### config.mk
export PLATFORM = sky130hd
export DESIGN_NAME = result_bcd_display
export DESIGN_NICKNAME = d
export VERILOG_FILES = /design/src/rtl/result_bcd_display.sv
export SDC_FILE = /design/constraint.sdc
export NUM_CORES = 1
export LEC_CHECK = 0
export ABC_AREA = 1
export BUFFER_PORTS_ARGS = -buffer_cell sky130_fd_sc_hd__buf_2
export CORE_UTILIZATION = 59
export DETAILED_ROUTE_END_ITERATION = 8
export PLACE_DENSITY = 0.86
export SETUP_SLACK_MARGIN = 0.2
export SKIP_LAST_GASP = 1
export SLEW_MARGIN = 30
export SYNTH_ARGS = -nofsm -noshare
export SYNTH_HDL_FRONTEND = slang
export SYNTH_SLANG_ARGS = --single-unit
### constraint.sdc
create_clock -name clk -period 2.9 [get_ports clk]
set_input_delay 0.145 -clock clk [delete_from_list [all_inputs] [get_ports clk]]
set_output_delay 0.145 -clock clk [all_outputs]
set_load 0.02 [all_outputs]
### src/rtl/result_bcd_display.sv
// Captures divider quotient/remainder on a load edge, converts both to BCD with
// double-dabble engines, and scans them onto a 6-digit active-low 7-segment display.
`timescale 1ns/1ps
module result_bcd_display #(
    parameter int unsigned SCAN_DIV = 16667
) (
    input  logic        clk,
    input  logic        rst,
    input  logic        load,
    input  logic [6:0]  Q_in,
    input  logic [6:0]  R_in,
    output logic        busy,
    output logic        valid,
    output logic [11:0] bcd_q,
    output logic [11:0] bcd_r,
    output logic [5:0]  an,
    output logic [6:0]  seg,
    output logic        dp
);

    localparam int unsigned CntW = (SCAN_DIV > 2) ? $clog2(SCAN_DIV) : 1;
    localparam logic [CntW-1:0] CntMax = CntW'(SCAN_DIV - 1);

    typedef enum logic [1:0] {StIdle, StShift, StCommit} state_e;

    state_e      state_q, state_d;
    logic        load_q;
    logic [2:0]  iter_q, iter_d;
    logic [6:0]  qbin_q, qbin_d, rbin_q, rbin_d;
    logic [11:0] qacc_q, qacc_d, racc_q, racc_d;
    logic [11:0] qadj, radj;
    logic        commit;
    logic        blank_all_q;
    logic [CntW-1:0] scan_cnt_q;
    logic [2:0]  idx_q;
    logic [3:0]  digit;
    logic        blank;

    function automatic logic [11:0] add3(input logic [11:0] a);
        logic [11:0] r;
        for (int i = 0; i < 3; i++) begin
            r[4*i +: 4] = (a[4*i +: 4] >= 4'd5) ? a[4*i +: 4] + 4'd3 : a[4*i +: 4];
        end
        return r;
    endfunction

    function automatic logic [6:0] hex7(input logic [3:0] d);
        case (d)
            4'h0: return 7'b1000000;
            4'h1: return 7'b1111001;
            4'h2: return 7'b0100100;
            4'h3: return 7'b0110000;
            4'h4: return 7'b0011001;
            4'h5: return 7'b0010010;
            4'h6: return 7'b0000010;
            4'h7: return 7'b1111000;
            4'h8: return 7'b0000000;
            4'h9: return 7'b0010000;
            4'hA: return 7'b0001000;
            4'hB: return 7'b0000011;
            4'hC: return 7'b1000110;
            4'hD: return 7'b0100001;
            4'hE: return 7'b0000110;
            default: return 7'b0001110;
        endcase
    endfunction

    assign qadj = add3(qacc_q);
    assign radj = add3(racc_q);
    assign busy = (state_q != StIdle);

    always_comb begin
        state_d = state_q;
        iter_d  = iter_q;
        qbin_d  = qbin_q;
        rbin_d  = rbin_q;
        qacc_d  = qacc_q;
        racc_d  = racc_q;
        commit  = 1'b0;
        case (state_q)
            StIdle: begin
                if (load && !load_q) begin
                    qbin_d  = Q_in;
                    rbin_d  = R_in;
                    qacc_d  = '0;
                    racc_d  = '0;
                    iter_d  = '0;
                    state_d = StShift;
                end
            end
            StShift: begin
                qacc_d = {qadj[10:0], qbin_q[6]};
                racc_d = {radj[10:0], rbin_q[6]};
                qbin_d = {qbin_q[5:0], 1'b0};
                rbin_d = {rbin_q[5:0], 1'b0};
                iter_d = iter_q + 3'd1;
                if (iter_q == 3'd6) state_d = StCommit;
            end
            StCommit: begin
                commit  = 1'b1;
                state_d = StIdle;
            end
            default: state_d = StIdle;
        endcase
    end

    always_ff @(posedge clk or posedge rst) begin
        if (rst) begin
            state_q     <= StIdle;
            load_q      <= 1'b0;
            iter_q      <= '0;
            qbin_q      <= '0;
            rbin_q      <= '0;
            qacc_q      <= '0;
            racc_q      <= '0;
            valid       <= 1'b0;
            bcd_q       <= '0;
            bcd_r       <= '0;
            blank_all_q <= 1'b1;
        end else begin
            state_q <= state_d;
            load_q  <= load;
            iter_q  <= iter_d;
            qbin_q  <= qbin_d;
            rbin_q  <= rbin_d;
            qacc_q  <= qacc_d;
            racc_q  <= racc_d;
            valid   <= commit;
            if (commit) begin
                bcd_q       <= qacc_q;
                bcd_r       <= racc_q;
                blank_all_q <= 1'b0;
            end
        end
    end

    // Free-running digit scan, independent of the conversion FSM.
    always_ff @(posedge clk or posedge rst) begin
        if (rst) begin
            scan_cnt_q <= '0;
            idx_q      <= '0;
        end else if (scan_cnt_q == CntMax) begin
            scan_cnt_q <= '0;
            idx_q      <= (idx_q == 3'd5) ? 3'd0 : idx_q + 3'd1;
        end else begin
            scan_cnt_q <= scan_cnt_q + CntW'(1);
        end
    end

    always_comb begin
        digit = 4'h0;
        blank = 1'b1;
        case (idx_q)
            3'd5: begin digit = bcd_q[11:8]; blank = (bcd_q[11:8] == 4'd0); end
            3'd4: begin digit = bcd_q[7:4];  blank = (bcd_q[11:4] == 8'd0); end
            3'd3: begin digit = bcd_q[3:0];  blank = 1'b0; end
            3'd2: begin digit = bcd_r[11:8]; blank = (bcd_r[11:8] == 4'd0); end
            3'd1: begin digit = bcd_r[7:4];  blank = (bcd_r[11:4] == 8'd0); end
            3'd0: begin digit = bcd_r[3:0];  blank = 1'b0; end
            default: blank = 1'b1;
        endcase
        if (blank_all_q) blank = 1'b1;
        an  = blank ? 6'b111111 : ~(6'b000001 << idx_q);
        seg = blank ? 7'b1111111 : hex7(digit);
        dp  = !((idx_q == 3'd3) && !blank_all_q);
    end

endmodule

Yosys cells after proc, flatten, opt, wreduce, memory -nomap -nowiden
Memories as Yosys holds them, arrays and structs flattened.
Cells that the tools add are included.
{"block": "totals", "reg_bits": 88, "rom_bits": 112, "inputBits": 17, "out_inout_bits": 40, "n_memories": 1}
{"block": "classes", "shifts": 1, "mux": 26, "bitwise_logic": 1, "eq_ne": 11, "addsub": 9, "reduce_logical": 16, "magnitude_cmp": 6}
{"name": "(name not given)", "depth": 16, "width": 7, "rd": 1, "rd_clocked_by_memory_dff": 0, "write_ports": 0, "line_no": "48", "rtl": "case (d)"}
{"op": "$pmux W12 S2", "count": 2}
{"op": "$pmux W7 S2", "count": 2}
{"op": "$ge A4 B3 Y1 const B", "count": 6}
{"op": "$pmux W4 S6", "count": 1}
{"op": "$mux W7", "count": 3}
{"op": "$add A4 B2 Y4 const B", "count": 4}
{"op": "$logic_not A8 Y1", "count": 2}
{"op": "$mux W4", "count": 4}
{"op": "$add A15 B1 Y15 const B", "count": 1}
{"op": "$eq A15 B15 Y1 const B", "count": 1}
{"op": "$mux W15", "count": 1}
{"op": "$mux W12", "count": 1}
{"op": "$mux W3", "count": 4}
{"op": "$eq A3 B3 Y1 const B", "count": 3}
{"op": "$logic_not A4 Y1", "count": 2}
{"op": "$add A3 B1 Y3 const B", "count": 2}
{"op": "$add A3 B2 Y3 const B", "count": 2}
{"op": "$eq A3 B2 Y1 const B", "count": 2}
{"op": "$mux W6", "count": 1}
{"op": "$not A6 Y6", "count": 1}
{"op": "$pmux W3 S2", "count": 1}
{"op": "$shl A1 B3 Y6 const A", "count": 1}
{"op": "$pmux W1 S5", "count": 1}
{"op": "$mux W2", "count": 2}
{"op": "other kinds (13)", "count": 20}

Depth between registers and ports, before layout
{"block": "logic_depth", "depth_word": 5, "ltp_mapped": 15, "mapped_depth_nobuf": 14}

Least setup slack after synthesis
OpenSTA, ideal clock, no wires.
{"block": "synth_timing", "path_type": "register to output", "startpoint": "register idx_q[0]", "endpoint": "output seg[3]", "path_slack_ns": 0.582, "arrival_time_ns": 2.173, "stages_incl_launch_ff": 15, "required_ns": 2.755, "n_path_buf": 1, "cell_sequence": "dfrtp_1 buf_6 nand2_1 inv_1 ha_1 nand2_1 nand2_1 nor3_2 inv_1 nand2_1 inv_1 ha_1 nand3b_1 nand3_1 nand3_1"}
{"block": "synth_between", "elab_chain_len": 5, "elab_cells_between_ends": 12}
{"element": "from (decl)", "line_no": "35", "rtl": "logic [2:0] idx_q;"}
{"element": "from (signal assigned)", "line_no": "144", "rtl": "idx_q <= (idx_q == 3'd5) ? 3'd0 : idx_q + 3'd1;"}
{"element": "branches (longest 4 deep; another with $mem_v2 Z16 W7)"}
{"element": "$mux W7 (*)", "line_no": "164", "rtl": "seg = blank ? 7'b1111111 : hex7(digit);"}
{"element": "to (decl)", "line_no": "17", "rtl": "output logic [6:0] seg,"}
Mark *: on every way between the ends.

Final worst setup path
{"block": "layout_timing", "startpoint": "register idx_q[2]", "endpoint": "output seg[3]"}
Same word-level chain as after synthesis.

==> impl_metrics.tcl <==
set metrics [dict create \
    yosys-top-cells-area "dfrtp_1, nand2_1, inv_1, o21ai_0, ha_1" \
    drv_cap 0 \
    startpoint_type "register" \
    dpl.hpwl_mm 7.82 \
    dr.pass1.iters 4 \
    synthFlopType "dfrtp_1" \
    timing.final.ws_setup_ns 0.319 \
    power_density_nw_per_um2 982 \
    dieArea_sq_um 8660 \
    n_antenna_cell 0 \
    cts-root-buf "clkbuf_8" \
    grtUsageTotal_pct 26.6 \
    rows 32 \
    ys_async_sr_fraction_pct 100 \
    fmax_ghz 0.387 \
    grt_pass1_vias 3983 \
    initial_core_util_pct 62.0 \
    drive_gt1_share_pct 19.2 \
    cts_num_sinks 88 \
    via_per_inst 5.65 \
    synth_edf_count 0 \
    outcome "finished clean" \
    synth_cells 593 \
    insertion_delay_ns 0.36 \
    gr-usage-met2_pct 44.1 \
    synth_top_area_share_pct 44.5 \
    ys_seq_area_share_pct 45.1 \
    ant_nets 0 \
    grt_max_degree 51 \
    crit_arrival_ns 2.44 \
    fp.dieH_um 93.0 \
    finalHoldViolCount 0 \
    cts_max_path_buffers 2 \
    synthesis.area_per_instance_sq_um 8.25 \
    rrSetupSlack_ns 0.95 \
    path_clk_slew_ns 0.09 \
    slew_violations 0 \
    relSlewSlack_pct 42.4 \
    antenna_found_initial 0 \
    yosysTopAreaCell "dfrtp_1" \
    ys_seq_elements 88 \
    r2r_end "bcd_r[0]$_DFFE_PP0P_" \
    peakVddDrop_v 0.000840 \
    crit_fanout 13 \
    synth.distinct_cells 40 \
    required_ns 2.76 \
    die_width_um 93.0 \
    syn_nets 633 \
    num_vias 4320 \
    use_met3_pct 4.15 \
    nets 698 \
    ioPinCount 57 \
    busiest_layer "met2" \
    placedInstanceArea_sq_um 5250 \
    gr-usage-met1_pct 35.7 \
    syn_area_sq_um 4890 \
    synthTopCellsByCount "nand2_1, inv_1, dfrtp_1" \
    wire_per_inst_um 14.3 \
    yosysWarnings 0 \
    worstSetupEndpointType "output pin" \
    tightest_slew_ns 0.864 \
    place.gp.congestion 0.912 \
    routed_wl_mm 10.9 \
    numCtsBuffers 9 \
    r2r_start "state_q[1]$_DFFE_PP0P_" \
    period_share_pct 89.0 \
    portBuffers 56 \
    finalSetupViolations 0 \
    rsz0062_at_grt "false" \
    syn2layout_area_growth_pct 14.2 \
    synthMostInstantiatedCell "nand2_1" \
    finClkSkew_ns 0.0131 \
    cp-startpoint "idx_q[2]$_DFFE_PP0N_" \
    period_minus_slack_ns 2.58 \
    final_util_pct 70.8 \
    drc 0 \
    core_area_sq_um 7890 \
    htree_levels 3 \
    finalSetupTns_ns 0 \
    crit_type "reg -> out" \
    hold_class "in -> reg" \
    preCtsSetupSlack_ns 0.527 \
    cts_tree "yes" \
    p_leak_nw 2.84 \
    drt_iter0_drc 276 \
    gr-total-overflow 0 \
    final_area_sq_um 5580 \
    endpoint "seg[3]" \
    r2r_cells 5 \
    grt_pass1_wl_mm 18.2 \
]
==> report_power, final <==
| part | total [mW] | internal, mW | switching, mW |
|---|---|---|---|
| Sequential | 1.99 | 1.65 | 0.335 |
| Combinational | 2.56 | 0.929 | 1.63 |
| Clock | 0.929 | 0.486 | 0.443 |
==> final cells by class <==
cell class / instances / area (sq um)
flip-flops and latches: 88 / 2200
multi-input cells: 386 / 2230
inverters: 101 / 387
clock inverters: 5 / 81.3
well taps: 102 / 128
repair buffers: 72 / 420
fillers: 604 / 2310
clock buffers: 11 / 131
==> timing repair <==
action | 4_1_cts | 5_1_grt
pin swaps | 0 | 1
cloned | 0 | 0
endpoints found under the hold margin | 50 | 0
hold buffers | 4 | 0
buffers inserted | 0 | 4
endpoints found under the setup margin | 2 | 7
gates resized for setup | 2 | 10
==> critical path: stages (launching register included) <==
cell and delay (ns):
dfrtp_1 0.43, inv_6 0.09, ha_4 0.19, nand2_1 0.06
nand2_1 0.06, nor3_2 0.19, inv_1 0.07, nand2_2 0.09
inv_1 0.08, ha_1 0.28, nand3b_1 0.19, nand3_1 0.10
nand3_1 0.07, buf_2 0.16
==> worst min-delay path by stage <==
stage,from,slack (ns),depth (start not counted),endpoint
CTS,R_in[3],0.15,3,rbin_q[3]$_DFFE_PP0P_
floorplan,load,0.18,0,load_q$_DFF_PP0_
finish,Q_in[5],0.15,3,qbin_q[5]$_DFFE_PP0P_
global placement,load,0.27,1,load_q$_DFF_PP0_
global route,Q_in[5],0.16,3,qbin_q[5]$_DFFE_PP0P_
detailed placement,load,0.27,1,load_q$_DFF_PP0_
==> logic make-up after synthesis <==
family	share of synthesized area, %
AND/OR/NAND/NOR	24.9
buffers and inverters	10.1
AO/OA/AOI/OAI	13.2
flip-flops	45.1
adder cells (fa/ha/maj)	5.89
XOR/XNOR	0.896
==> metrics by stage <==
stage	total power [mW]	hold slack [ns]	std cells
2_1_floorplan	3.76	0.176	593
3_5_place_dp	4.47	0.270	741
6_report	5.48	0.151	765
3_3_place_gp	4.33	0.267	741
4_1_cts	5.40	0.145	761
5_1_grt	5.88	0.165	765
==> per-layer routing <==
| metal | share of wire (%) | up-vias |
|---|---|---|
| met5 | 0 | - |
| li1 | - | 2095 |
| met3 | 5.8 | 18 |
| met4 | 1.7 | 0 |
| met2 | 49 | 166 |
| met1 | 43 | 2041 |
==> flip-flops by register name, summed over array words and instances, names as in the netlist <==
| name | flops |
|---|---|
| idx_q | 3 |
| qbin_q | 7 |
| racc_q | 12 |
| bcd_q | 12 |
| load_q | 1 |
| rbin_q | 7 |
| valid | 1 |
| iter_q | 3 |
| scan_cnt_q | 15 |
| blank_all_q | 1 |
| qacc_q | 12 |
| state_q | 2 |
| bcd_r | 12 |
==> cells in the final DEF (no fill, tap or decap), drive strengths merged, types with 11 or more instances in the layout <==
master / n
clkbuf: 11
nand4: 14
a221oi: 12
o21ai: 63
buf: 68
inv: 98
dfrtp: 87
nand2: 120
nor3: 21
ha: 23
nor2: 43
nand3: 43
No activity file was read; power rests on OpenSTA's default activity.
